<file path="src/rtl/hazard_unit_mc.sv">
`default_nettype none
// ============================================================================
// hazard_unit_mc : stall / flush / forward control for a 5-stage MIPS pipeline,
//                  including a fixed-latency multi-cycle divide hold in E.
// Revision 1.0
// ============================================================================
module hazard_unit_mc #(
  parameter int DIV_CYCLES = 32,
  parameter int CNT_W      = $clog2(DIV_CYCLES)
) (
  input  logic       clk,
  input  logic       rst,
  input  logic [4:0] rsD,
  input  logic [4:0] rtD,
  input  logic       branchD,
  input  logic [4:0] rsE,
  input  logic [4:0] rtE,
  input  logic [4:0] writeregE,
  input  logic       memtoregE,
  input  logic       regwriteE,
  input  logic       divstartE,
  input  logic [4:0] writeregM,
  input  logic       memtoregM,
  input  logic       regwriteM,
  input  logic [4:0] writeregW,
  input  logic       regwriteW,
  output logic       stallF,
  output logic       stallD,
  output logic       stallE,
  output logic       flushE,
  output logic       flushM,
  output logic       forwardaD,
  output logic       forwardbD,
  output logic [1:0] forwardaE,
  output logic [1:0] forwardbE,
  output logic       divdoneE
);

  localparam logic [CNT_W-1:0] c_CNT_LOAD = CNT_W'(DIV_CYCLES - 2);
  localparam logic [CNT_W-1:0] c_CNT_ONE  = CNT_W'(1);

  typedef enum logic [0:0] {
    S_IDLE = 1'b0,
    S_BUSY = 1'b1
  } state_t;

  state_t           state_q;
  logic [CNT_W-1:0] cnt_q;
  logic             divhold_q;
  logic             divdone_q;

  // Register 0 is hardwired, so it never creates a dependency.
  function automatic logic reg_hit(input logic [4:0] a, input logic [4:0] b);
    return (a != 5'd0) && (a == b);
  endfunction

  logic w_lwstall;
  logic w_branchstall;
  logic w_divstall;
  logic w_hazD;

  assign w_lwstall = memtoregE & (reg_hit(writeregE, rsD) | reg_hit(writeregE, rtD));

  assign w_branchstall = branchD &
      ((regwriteE & (reg_hit(writeregE, rsD) | reg_hit(writeregE, rtD))) |
       (memtoregM & (reg_hit(writeregM, rsD) | reg_hit(writeregM, rtD))));

  // First divide cycle is decoded from the input; the rest come from divhold_q.
  assign w_divstall = ((state_q == S_IDLE) & divstartE) | divhold_q;
  assign w_hazD     = w_lwstall | w_branchstall;

  always_ff @(posedge clk) begin
    if (rst) begin
      state_q   <= S_IDLE;
      cnt_q     <= '0;
      divhold_q <= 1'b0;
      divdone_q <= 1'b0;
    end else begin
      case (state_q)
        S_IDLE: begin
          if (divstartE) begin
            state_q   <= S_BUSY;
            cnt_q     <= c_CNT_LOAD;
            divhold_q <= (c_CNT_LOAD != '0);
            divdone_q <= (c_CNT_LOAD == '0);
          end else begin
            divhold_q <= 1'b0;
            divdone_q <= 1'b0;
          end
        end
        S_BUSY: begin
          if (cnt_q != '0) begin
            cnt_q     <= cnt_q - c_CNT_ONE;
            divhold_q <= (cnt_q != c_CNT_ONE);
            divdone_q <= (cnt_q == c_CNT_ONE);
          end else begin
            state_q   <= S_IDLE;
            divhold_q <= 1'b0;
            divdone_q <= 1'b0;
          end
        end
      endcase
    end
  end

  always_comb begin
    stallF    = 1'b0;
    stallD    = 1'b0;
    stallE    = 1'b0;
    flushE    = 1'b0;
    flushM    = 1'b0;
    forwardaD = 1'b0;
    forwardbD = 1'b0;
    forwardaE = 2'b00;
    forwardbE = 2'b00;
    divdoneE  = 1'b0;
    if (!rst) begin
      stallF    = w_hazD | w_divstall;
      stallD    = w_hazD | w_divstall;
      stallE    = w_divstall;
      flushE    = w_hazD & ~w_divstall;
      flushM    = w_divstall;
      forwardaD = regwriteM & reg_hit(writeregM, rsD);
      forwardbD = regwriteM & reg_hit(writeregM, rtD);
      divdoneE  = divdone_q;

      // M is younger than W, so its value takes priority.
      if (regwriteM & reg_hit(writeregM, rsE))      forwardaE = 2'b10;
      else if (regwriteW & reg_hit(writeregW, rsE)) forwardaE = 2'b01;

      if (regwriteM & reg_hit(writeregM, rtE))      forwardbE = 2'b10;
      else if (regwriteW & reg_hit(writeregW, rtE)) forwardbE = 2'b01;
    end
  end

endmodule
`default_nettype wire
</file>
<file path="config.mk">
export PLATFORM = sky130hd
export DESIGN_NAME = hazard_unit_mc
export DESIGN_NICKNAME = d
export VERILOG_FILES = /design/src/rtl/hazard_unit_mc.sv
export SDC_FILE = /design/constraint.sdc
export NUM_CORES = 1
export LEC_CHECK = 0
export ABC_AREA = 0
export ABC_CLOCK_PERIOD_IN_PS = 2300
export CAP_MARGIN = 20
export CELL_PAD_IN_SITES_DETAIL_PLACEMENT = 0
export CELL_PAD_IN_SITES_GLOBAL_PLACEMENT = 1
export CORE_ASPECT_RATIO = 1.2
export CORE_MARGIN = 3
export CORE_UTILIZATION = 26
export CTS_CLUSTER_DIAMETER = 150
export CTS_CLUSTER_SIZE = 24
export DETAILED_ROUTE_END_ITERATION = 6
export HOLD_SLACK_MARGIN = 0.02
export PLACE_DENSITY_LB_ADDON = 0.1
export SLEW_MARGIN = 20
export SYNTH_ARGS = -nofsm -noshare
export SYNTH_HDL_FRONTEND = slang
export SYNTH_SLANG_ARGS = --single-unit
</file>
<file path="constraint.sdc">
create_clock -name clk -period 2.3 [get_ports clk]
set_input_delay 0.46 -clock clk [delete_from_list [all_inputs] [get_ports clk]]
set_output_delay 0.46 -clock clk [all_outputs]
set_load 0.01 [all_outputs]
</file>
# Word level (Yosys, flattened, before mapping)
# Cells that the tools add are included.
# totals
regBits,8
input_bits,44
out_inout_bits,12
wordCells,72
# classes
addsub,1
n_eq_ne,12
muxes,22
n_bitwise,20
n_reduce_logical,13
# op_table
op,count
$eq 5x5->1,8
$reduce_bool 5->1,4
$and 1x1->1,12
$mux 1,12
$mux 5,2
$pmux 5 s2,1
$logic_and 1x1->1,8
$mux 2,4
$or 1x1->1,6
$pmux 1 s2,3
$eq 5x1->1 const B,1
$ne 5x1->1 const B,1
$sub 5x1->5 const B,1
$ne 2x1->1 const B,1
$ne 2x2->1 const B,1
$not 1->1,2
$reduce_and 2->1,1

# Logic depth before layout (Yosys ltp)
# Gate-level depths: netlist of run 1.
# logic_depth
word_depth,9
ltp_mapped,7
ltp_nobuf,6

# Worst setup path before layout of run 1
# No wires, ideal clock.
# synth_path
path_kind,input port to output port
start,input port writeregM[0]
end,output port stallF
t_arrival_ps,1797
t_required_ps,1840
path_slack_ps,43
path_stages,7
n_path_buf,2
cell_sequence,buf_2 -> xor2_1 -> nor3_1 -> nand3_1 -> a2111o_1 -> o211ai_1 -> buf_4
# synth_between
elab_chain_cells,9
word_cells_on_any_way,12
cone_classes,eq/ne: 2; mux: 1; bitwise: 6; reduce/logical: 3
# synth_lines
element,line,source
from (decl),22,"input logic [4:0] writeregM,"
$eq 5x5->1 / $reduce_bool 5->1 (equally long branches),54,return (a != 5'd0) && (a == b);
$logic_and 1x1->1,54,
$or 1x1->1 (*),66,"(memtoregM & (reg_hit(writeregM, rsD) | reg_hit(writeregM, rtD))));"
$and 1x1->1 (*),66,
$or 1x1->1 (*),65,"((regwriteE & (reg_hit(writeregE, rsD) | reg_hit(writeregE, rtD))) |"
$and 1x1->1 (*),64,assign w_branchstall = branchD &
$or 1x1->1 (*),70,assign w_hazD = w_lwstall | w_branchstall;
$or 1x1->1 (*),-,
$mux 1 (*),-,
to (decl),27,"output logic stallF,"
# Every way passes the cells marked *; elsewhere a longest branch is shown, timed or not.

# Worst setup path after layout of run 1
# layout_path
start,input port writeregW[4]
end,output port forwardbE[0]
# layout_between
elab_chain_cells,6
word_cells_on_any_way,7
cone_classes,eq/ne: 1; mux: 3; bitwise: 1; reduce/logical: 2
# layout_lines
element,line,source
from (decl),25,"input logic [4:0] writeregW,"
$eq 5x5->1 / $reduce_bool 5->1 (equally long branches),54,
$logic_and 1x1->1 (*),54,
$and 1x1->1 (*),132,"else if (regwriteW & reg_hit(writeregW, rtE)) forwardbE = 2'b01;"
$mux 1 (*),132,
$mux 2 (*),131,"if (regwriteM & reg_hit(writeregM, rtE)) forwardbE = 2'b10;"
$mux 2 (*),117,if (!rst) begin
to (decl),35,"output logic [1:0] forwardbE,"
# Marks and branches as above.

==> metrics.md, run 1 <==
| Metric | Value |
|---|---|
| Synth top area cells | `xor2_1 (24%), dfxtp_1 (16%), xnor2_1 (14%)` |
| Critical Path AT | `1.80 ns` |
| Initial antenna violation count | `0` |
| Max-slew headroom | `72.86%` |
| Die H | `73.80 um` |
| Final Cycle Share | `a little over nine tenths` |
| Reg-to-Reg Start | `cnt_q[0]` |
| Reg2Reg Setup Slack | `between 0.8 and 0.9 ns` |
| Slew at the pin closest to its max-slew limit | `0.4040 ns` |
| IO Pins | `56` |
| Root buffer cell | `clkbuf_8` |
| Number of synthesized register bits | `8` |
| Initial Util | `approximately 27%` |
| Initial drt markers | `12` |
| Vias per cell | `around 4.4` |
| Type of the tightest min-delay check | `reg2reg` |
| H-tree levels | `1` |
| Die Wd | `62.50 um` |
| Register area share after synthesis | `~16%` |
| Crit Path Max Fanout | `3` |
| # placed instances | `roughly 250` |
| FF-to-FF End | `cnt_q[4]` |
| Synth warn | `0` |
| Hold path cells | `2` |
| DIE AREA | `roughly 4600 um2` |
| Post-synth cell types | `30` |
| Core area | `3664 um2` |
| Mapped Avg Cell Area | `8.032 um2` |
| Worst hold path startpoint | `cnt_q[4]` |
| Drt first pass iters | `4` |
| CTS buffer count | `3` |
| Endpoint type of the worst setup path | `primary output` |
| Non-filler cells, final | `255` |
| Multi-input logic area | `867.1 um2` |
| Metal1 wirelength | `~1300 um` |
| Worst clock skew | `0.001822 ns` |
| Maximum clock path buffer count | `2` |
| Layout fillers | `380` |
| Max-slew violation count | `0` |
| Clk slew on worst S/H paths | `around 0.040 ns` |
| Drt total wl | `between 3000 and 4000 um` |
| Finished Cell Area | `between 1500 and 2000 um2` |
| HPWL after DPL | `approximately 2700 um` |
| Critical path class | `in2out` |
| Synth Cell Area | `996.0 um2` |
| Largest net degree at the start of global routing | `18` |
| Core Rows | `24` |
| Synth Instances | `approximately 120` |
| Final setup vio count | `0` |
| DR DRC count | `0` |
| Mapped Nets | `171` |
| Top sig layer | `met4` |
| N_diodes | `0` |
| Max Fclk | `roughly 440 MHz` |
| RSZ-0062 raised after global routing | `yes` |
| Yosys top cell by area | `xor2_1` |
| Hold EP | `cnt_q[4]` |
| Global-route usage over all layers | `roughly 14%` |
| # nets final | `252` |
| Metal3 WL | `approximately 190 um` |
| Critical Path RT | `around 1.8 ns` |
| Routed length on met2 | `1652 um` |
| Max Cap Viol | `0` |
| DP Area | `roughly 1800 um2` |
| Vias | `approximately 1,100` |
| Drt wl/cell | `between 10 and 15 um` |
| Leakage | `roughly 0.79 nW` |
| CTS tree | `yes` |
| Worst r2r path cells | `6` |
| Commonest cells after routing, fill and taps aside | `buf_4 (27), xor2_1 (25), xnor2_1 (15)` |
| Post-layout min period | `between 2 and 2.5 ns` |
| Final Hold Vio Count | `0` |
| P per Cell Area | `344.8 nW/um2` |
| ANT nets after route | `0` |
| Startpoint class of the critical path | `input pin` |
| Share of the synthesized area in the top cell type | `a little under a quarter` |
| Most common cell after layout, fill and taps aside | `buf_4` |
| Final Wtd Congestion | `roughly 0.76` |
| Grt ovf | `0` |
| Outcome | `finished clean` |
| Skew-Pair Late Insertion Delay | `0.22 ns` |
| CTS sink count | `8` |
| Syn-to-layout area delta | `84.17%` |
| Share of cells above drive strength 1 | `36.95%` |
| FF/Latch Area | `160.2 um2` |
| IO buf count | `55` |
| Max VDD drop | `398.8 uV` |
| Vias in the first global route | `1,198` |
| First-pass GRT wire length | `5195 um` |
sequential cells by signal (all words and copies together), names as in the netlist:
signal and flops:
state_q 1, cnt_q 5, divhold_q 1, divdone_q 1
per-stage QoR:
step	power, W	utilization (%)	setup WS (ns)	TNS [ns]	hold slack [ns]
after floorplan	0.0003120	-	0.04263	0	0.5332
after global placement	0.0004701	48.12	-0.7843	-6.338	0.5557
after detailed placement	0.0004756	48.12	-0.8053	-6.553	0.5815
after CTS	0.0006275	48.91	0.0003971	0	0.5915
after global routing	0.0006778	50.07	-0.04285	-0.08463	0.6388
final	0.0006325	50.07	0.04030	0	0.5734
kinds of logic after synthesis:
logic type | count (synthesis) | share of synthesized area (%)
simple gates | 44 | 25.12
buf+inv | 11 | 5.904
xor+xnor | 43 | 37.81
flops | 8 | 16.08
compound gates | 15 | 11.31
fa+ha+maj | 3 | 3.769
what timing repair did:
action / CTS / global route
setup buffers: 4 / 0
pin swaps: 14 / 13
gates resized for setup: 107 / 35
hold buffers: 0 / 0
endpoints found under the setup margin: 11 / 9
critical path, cell delays in order:
cell,delay [ns]
clkdlybuf4s15_2,0.21
xor2_1,0.16
or4_4,0.55
nor4_4,0.26
buf_2,0.16
per-layer routing:
layer / vias to the layer above / track usage (%)
li1: 585 / -
met1: 504 / 15.29
met2: 40 / 26.42
met3: 2 / 3.670
met4: 0 / 2.451
met5: - / 0
worst max path at each step:
stage                 startpoint           end  slack (ns)  cells past startpoint
finish              writeregW[4]  forwardbE[0]        0.04                      5
global route        writeregW[4]  forwardbE[0]       -0.04                      5
CTS                       rtE[1]  forwardbE[0]      0.0004                      5
detailed placement  writeregM[1]  forwardbE[0]       -0.81                      6
global placement    writeregM[1]  forwardaE[0]       -0.78                      6
floorplan           writeregM[0]        stallF        0.04                      7
report_power, final:
group | internal, W | switching, W
Combinational | 0.000164 | 0.000142
Sequential | 0.000155 | 0.0000117
Clock | 0.000113 | 0.0000475
Total | 0.000431 | 0.000201
cells in the mapped netlist:
| library cell | instances |
|---|---|
| a2111o_1 | 1 |
| a211oi_1 | 2 |
| a21boi_1 | 1 |
| a21boi_2 | 1 |
| a21oi_1 | 5 |
| a311oi_1 | 1 |
| and4b_1 | 1 |
| buf_2 | 2 |
| buf_4 | 2 |
| buf_6 | 1 |
| clkbuf_1 | 4 |
| dfxtp_1 | 8 |
| ha_1 | 3 |
| inv_1 | 2 |
| nand2_1 | 3 |
| nand2b_1 | 1 |
| nand3_1 | 7 |
| nor2_1 | 8 |
| nor2b_1 | 5 |
| nor3_1 | 11 |
| nor4_1 | 2 |
| nor4_2 | 2 |
| o211ai_1 | 1 |
| o21ai_0 | 1 |
| o21ai_1 | 1 |
| o21ai_4 | 1 |
| or4_1 | 3 |
| or4_4 | 1 |
| xnor2_1 | 16 |
| xor2_1 | 27 |
layout make-up:
class,count,area share (%)
Clock buffer,3,2.251
Sequential cell,8,8.731
Timing Repair Buffer,85,37.79
Tap cell,52,3.547
Inverter,2,0.4093
Multi-Input combinational cell,105,47.27
(Power assumes the default switching activity.)
==> inputs of run 2 (changes only) <==
--- a/config.mk
+++ b/config.mk
@@ -17,6 +17,7 @@
 export CTS_CLUSTER_SIZE = 24
 export DETAILED_ROUTE_END_ITERATION = 6
 export HOLD_SLACK_MARGIN = 0.02
+export MAX_ROUTING_LAYER = met4
 export PLACE_DENSITY_LB_ADDON = 0.1
 export SLEW_MARGIN = 20
 export SYNTH_ARGS = -nofsm -noshare
==> metrics.md, run 2 (synthesis gave the netlist of run 1 again) <==
| Metric | Value |
|---|---|
| Final setup vio count | `0 (unchanged)` |
| Initial Util | `27.19% (unchanged)` |
| DP Area | `1763 um2 (unchanged)` |
| Die H | `73.80 um (unchanged)` |
| Global-route usage over all layers | `14.14% (+0.40 points)` |
| Reg2Reg Setup Slack | `0.82 ns (about the same)` |
| Initial antenna violation count | `0 (unchanged)` |
| DR DRC count | `0 (unchanged)` |
| Hold slack | `0.5734 ns (unchanged)` |
| Root buffer cell | `clkbuf_8` |
| Worst hold path startpoint | `cnt_q[4]` |
| Startpoint class of the critical path | `input pin` |
| DIE AREA | `4613 um2 (unchanged)` |
| Hold path cells | `2 (unchanged)` |
| ANT nets after route | `0 (unchanged)` |
| Syn-to-layout area delta | `84.17% (unchanged)` |
| P per Cell Area | `345.1 nW/um2 (about the same)` |
| Int Pwr | `0.0004315 W (about the same)` |
| IO Pins | `56 (unchanged)` |
| # nets final | `252 (unchanged)` |
| Max-slew violation count | `0 (unchanged)` |
| Worst clock skew | `0.001499 ns (-0.0003226 ns)` |
| Share of cells above drive strength 1 | `36.95% (unchanged)` |
| HPWL after DPL | `2702 um (unchanged)` |
| Vias in the first global route | `1,202 (+0.33%)` |
| Critical path class | `in2out` |
| FF-to-FF End | `cnt_q[4]` |
| Reg-to-Reg Start | `cnt_q[0]` |
| Vias per cell | `4.451 (+0.35%)` |
| Hold EP | `cnt_q[4]` |
| Critical Path RT | `1.84 ns (about the same)` |
| Max Cap Viol | `0 (unchanged)` |
| # placed instances | `249 (unchanged)` |
| Die Wd | `62.50 um (unchanged)` |
| Sw frac | `31.83% (+0.037 points)` |
| H-tree levels | `1 (unchanged)` |
| Drt total wl | `3174 um (-0.25%)` |
| Sequential share of power | `26.3% (about the same)` |
| Final Hold Vio Count | `0 (unchanged)` |
| N_diodes | `0 (unchanged)` |
| Post-layout min period | `2.260 ns (unchanged)` |
| Critical Path AT | `1.80 ns (about the same)` |
| Max FFs per register | `5 (unchanged)` |
| Max-slew headroom | `72.89% (about the same)` |
| First-pass GRT wire length | `5181 um (-0.27%)` |
| Finished Core Util | `50.07% (unchanged)` |
| Drt first pass iters | `4 (unchanged)` |
| Slew at the pin closest to its max-slew limit | `0.4035 ns (-0.0004524 ns)` |
| Non-filler cells, final | `255 (unchanged)` |
| Type of the tightest min-delay check | `reg2reg` |
| Initial drt markers | `12 (unchanged)` |
| Core area | `3664 um2 (unchanged)` |
| Grt ovf | `0 (unchanged)` |
| Finished Cell Area | `1834 um2 (unchanged)` |
| Outcome | `finished clean` |
| Skew-Pair Late Insertion Delay | `0.22 ns (about the same)` |
| Final Wtd Congestion | `0.7659 (+1.3%)` |
| Final Cycle Share | `98.25% (unchanged)` |
| Max Fclk | `442.5 MHz (unchanged)` |
| Combinational power share | `48.3% (about the same)` |
| NetSw | `0.0002015 W (+0.18%)` |
| Maximum clock path buffer count | `2 (unchanged)` |
| Drt wl/cell | `12.45 um (-0.25%)` |
| CTS sink count | `8 (unchanged)` |
| Largest net degree at the start of global routing | `18 (unchanged)` |
| Largest Register | `cnt_q` |
| Commonest cells after routing, fill and taps aside | `buf_4 (27), xor2_1 (25), xnor2_1 (15)` |
| Worst r2r path cells | `6 (unchanged)` |
| IO buf count | `55 (unchanged)` |
| Clk slew on worst S/H paths | `0.04 ns (about the same)` |
| RSZ-0062 raised after global routing | `yes` |
| Vias | `1,135 (+0.35%)` |
| Most common cell after layout, fill and taps aside | `buf_4` |
| Leakage | `0.7923 nW (unchanged)` |
| Endpoint type of the worst setup path | `primary output` |
| CTS tree | `yes` |
| Max VDD drop | `400.1 uV (+0.31%)` |
| Hold-fix buffers at CTS | `0 (unchanged)` |
| CTS buffer count | `3 (unchanged)` |
| Core Rows | `24 (unchanged)` |
| Crit Path Max Fanout | `3 (unchanged)` |
| Clock power share | `25.4% (about the same)` |
[run 2: cell counts in the layout (fill, tap and decap cells not counted)]
Identical to the previous run, type by type.
[run 2: critical path: stages]
cell and delay [ns]:
clkdlybuf4s15_2 0.21, xor2_1 0.16, or4_4 0.55, nor4_4 0.26, buf_2 0.16
[run 2: worst max-delay path by stage]
| stage | startpoint | endpoint |
|---|---|---|
| 2_1_floorplan | writeregM[0] | stallF |
| 3_3_place_gp | writeregM[1] | forwardaE[0] |
| 3_5_place_dp | writeregM[1] | forwardbE[0] |
| 4_1_cts | rtE[1] | forwardbE[0] |
| 5_1_grt | writeregW[4] | forwardbE[0] |
| 6_report | writeregW[4] | forwardbE[0] |
[run 2: through the flow]
stage	setup WS, ns	total power (W)	setup TNS (ns)
3_5_place_dp	-0.8053	0.0004756	-6.553
2_1_floorplan	0.04263	0.0003120	0
5_1_grt	-0.04285	0.0006778	-0.08439
6_report	0.04030	0.0006329	0
3_3_place_gp	-0.7843	0.0004701	-6.338
4_1_cts	0.0003971	0.0006275	0
[run 2: routing by layer]
metal  GRT usage, %  routed length (um)  vias up  share of wire [%]
li1               -                   -      586                  -
met2          26.42                1643       40                 52
met4          2.451                  35        0                1.1
met5              -                   0        -                  0
met3          3.364                 179        4                5.6
met1          15.48                1315      505                 41
[run 2: cell type report]
type,instances,area [um2]
timing repair buffer,85,693.2
sequential,8,160.2
fill,380,1829
clock buffer,3,41.29
inverter,2,7.507
multi-input combinational,105,867.1
tap,52,65.06
[run 2: power by group through the flow]
stage          Sequential (W)  Clock (W)  Combinational (W)
3_5_place_dp         0.000169          0           0.000307
3_3_place_gp         0.000168          0           0.000302
5_1_grt              0.000168   0.000174           0.000336
2_1_floorplan        0.000166          0           0.000146
4_1_cts              0.000167   0.000165           0.000296
6_report             0.000167   0.000161           0.000305
[run 2: timing repair]
action / CTS / global route
endpoints found under the setup margin: 11 / 9
pin swaps: 14 / 13
setup buffers: 4 / 0
gates resized for setup: 107 / 35
cloned: 0 / 0
==> inputs of run 3 (changes only) <==
--- a/config.mk
+++ b/config.mk
@@ -23,3 +23,4 @@
 export SYNTH_ARGS = -nofsm -noshare
 export SYNTH_HDL_FRONTEND = slang
 export SYNTH_SLANG_ARGS = --single-unit
+export TNS_END_PERCENT = 10
==> metrics.md, run 3 (synthesis gave the netlist of run 1 again) <==
| Metric | Value |
|---|---|
| RSZ-0062 raised after global routing | `yes` |
| Commonest cells after routing, fill and taps aside | `buf_4 (30), xor2_1 (27), xnor2_1 (16), dlygate4sd2_1 (16)` |
| Max incr delay on CP | `0.54 ns (about the same)` |
| DP Area | `1763 um2 (unchanged)` |
| Reg2Reg Setup Slack | `0.82 ns (about the same)` |
| H-tree levels | `1 (unchanged)` |
| Final setup vio count | `0 (unchanged)` |
| N_diodes | `0 (unchanged)` |
| Met2 Use GR | `26.42% (unchanged)` |
| Critical Path AT | `1.82 ns (+0.02 ns)` |
| Core Rows | `24 (unchanged)` |
| Startpoint class of the critical path | `input pin` |
| Max VDD drop | `400.1 uV (about the same)` |
| IO Pins | `56 (unchanged)` |
| First-pass GRT wire length | `5181 um (unchanged)` |
| Dpl ws | `-0.8053 ns (unchanged)` |
| Max-slew headroom | `72.90% (about the same)` |
| # nets final | `252 (unchanged)` |
| Drt total wl | `3160 um (-0.44%)` |
| Crit Path Max Fanout | `2 (-1)` |
| DIE AREA | `4613 um2 (unchanged)` |
| Outcome | `finished clean` |
| Clk slew on worst S/H paths | `0.04 ns (about the same)` |
| Hold-fix buffers at CTS | `0 (unchanged)` |
| Skew-Pair Late Insertion Delay | `0.22 ns (about the same)` |
| P per Cell Area | `350.0 nW/um2 (+1.4%)` |
| ANT nets after route | `0 (unchanged)` |
| Global-route usage over all layers | `14.14% (unchanged)` |
| Largest net degree at the start of global routing | `18 (unchanged)` |
| Die H | `73.80 um (unchanged)` |
| Crit path cell chain | `dlygate4sd2_1 > xor2_1 > or4_4 > nor4_2 > buf_2` |
| Critical path class | `in2out` |
| Max Fclk | `438.0 MHz (-1.0%)` |
| GR Util met3 | `3.364% (unchanged)` |
| Final Cycle Share | `99.27% (+1.0 points)` |
| Share of cells above drive strength 1 | `33.50% (-3.4 points)` |
| Worst setup margin | `0.01678 ns (-0.02352 ns)` |
| Initial drt markers | `16 (+4)` |
| Initial antenna violation count | `0 (unchanged)` |
| Setup TNS | `0 ns (unchanged)` |
| Grt ovf | `0 (unchanged)` |
| Largest Register | `cnt_q` |
| Maximum clock path buffer count | `2 (unchanged)` |
| Endpoint type of the worst setup path | `primary output` |
| Slew at the pin closest to its max-slew limit | `0.4035 ns (-0.00007176 ns)` |
| Max-slew violation count | `0 (unchanged)` |
| CTS buffer count | `3 (unchanged)` |
| Type of the tightest min-delay check | `reg2reg` |
| Syn-to-layout area delta | `78.27%` |
| Leakage | `0.7690 nW (-2.9%)` |
| DR DRC count | `0 (unchanged)` |
| Drt first pass iters | `3 (-1)` |
| Worst clock skew | `0.001506 ns (+0.000007220 ns)` |
| CTS tree | `yes` |
| Max Cap Viol | `0 (unchanged)` |
| Slowest CP cell | `or4_4` |
| Core area | `3664 um2 (unchanged)` |
| Grt met1 use | `15.48% (unchanged)` |
| Root buffer cell | `clkbuf_8` |
| Post-layout min period | `2.283 ns (+0.02352 ns)` |
| IO buf count | `55 (unchanged)` |
| Finished Cell Area | `1775 um2 (-3.2%)` |
| Vias per cell | `4.475 (+0.53%)` |
| Max FFs per register | `5 (unchanged)` |
| Critical Path RT | `1.84 ns (about the same)` |
| Most common cell after layout, fill and taps aside | `buf_4` |
| Hold slack | `0.5762 ns (+0.002811 ns)` |
| HPWL after DPL | `2702 um (unchanged)` |
| Vias in the first global route | `1,205 (+0.25%)` |
| Final Hold Vio Count | `0 (unchanged)` |
| Most Crowded Layer GR | `met2` |
| Initial Util | `27.19% (unchanged)` |
| Die Wd | `62.50 um (unchanged)` |
| Drt wl/cell | `12.39 um (-0.44%)` |
| CTS sink count | `8 (unchanged)` |
| Final Wtd Congestion | `0.7659 (unchanged)` |
| Vias | `1,141 (+0.53%)` |
run 3: cell count changes in the layout (fill, tap and decap cells not counted), moves of 2 or more:
cell	previous run	this run
xor2_2	2	0
dlygate4sd2_1	13	16
buf_4	27	30
buf_6	7	2
xor2_1	25	27
run 3: final cells by class:
| class | instances | area (um2) |
|---|---|---|
| clock buffer | 3 | 41.29 |
| fill | 388 | 1888 |
| inverter | 2 | 7.507 |
| multi-input combinational | 105 | 828.3 |
| sequential | 8 | 160.2 |
| tap | 52 | 65.06 |
| timing repair buffer | 85 | 673.1 |
run 3: per-layer routing:
layer	vias to the layer above	routed length [um]
met5	-	0
met4	0	35
met3	4	179
met2	40	1643
met1	511	1302
li1	586	-
run 3: metrics by stage:
step,total power [W],cells,util (%)
final,0.0006213,255,48.46
after global routing,0.0006660,255,48.46
after CTS,0.0006275,255,48.94
after detailed placement,0.0004756,249,48.12
after global placement,0.0004701,249,48.12
after floorplan,0.0003120,124,-
run 3: worst paths after layout:
path / from / endpoint / cells after the start
worst min register to register: cnt_q[4] / cnt_q[4] / 2
worst max-delay path: rtE[1] / forwardbE[0] / 5
worst max register to register: cnt_q[0] / cnt_q[4] / 6
worst min-delay path: cnt_q[4] / cnt_q[4] / 2
run 3: power by group:
group	internal, W	switching (W)
combinational	0.000157	0.000137
sequential	0.000155	0.0000117
clock	0.000113	0.0000481
total	0.000425	0.000197
run 3: worst max-delay path, delay by kind of cell:
| kind | cells | cell delay [ns] |
|---|---|---|
| xor gates and xnor gates | 1 | 0.15 |
| buffers and inverters | 2 | 0.42 |
| and+or+nand+nor | 2 | 0.80 |
run 3: what timing repair did:
action                     in CTS  in global routing
gates resized for setup       106                 16
setup endpoints to repair      11                  7
buffers inserted                3                  0
pin swaps                      14                  8
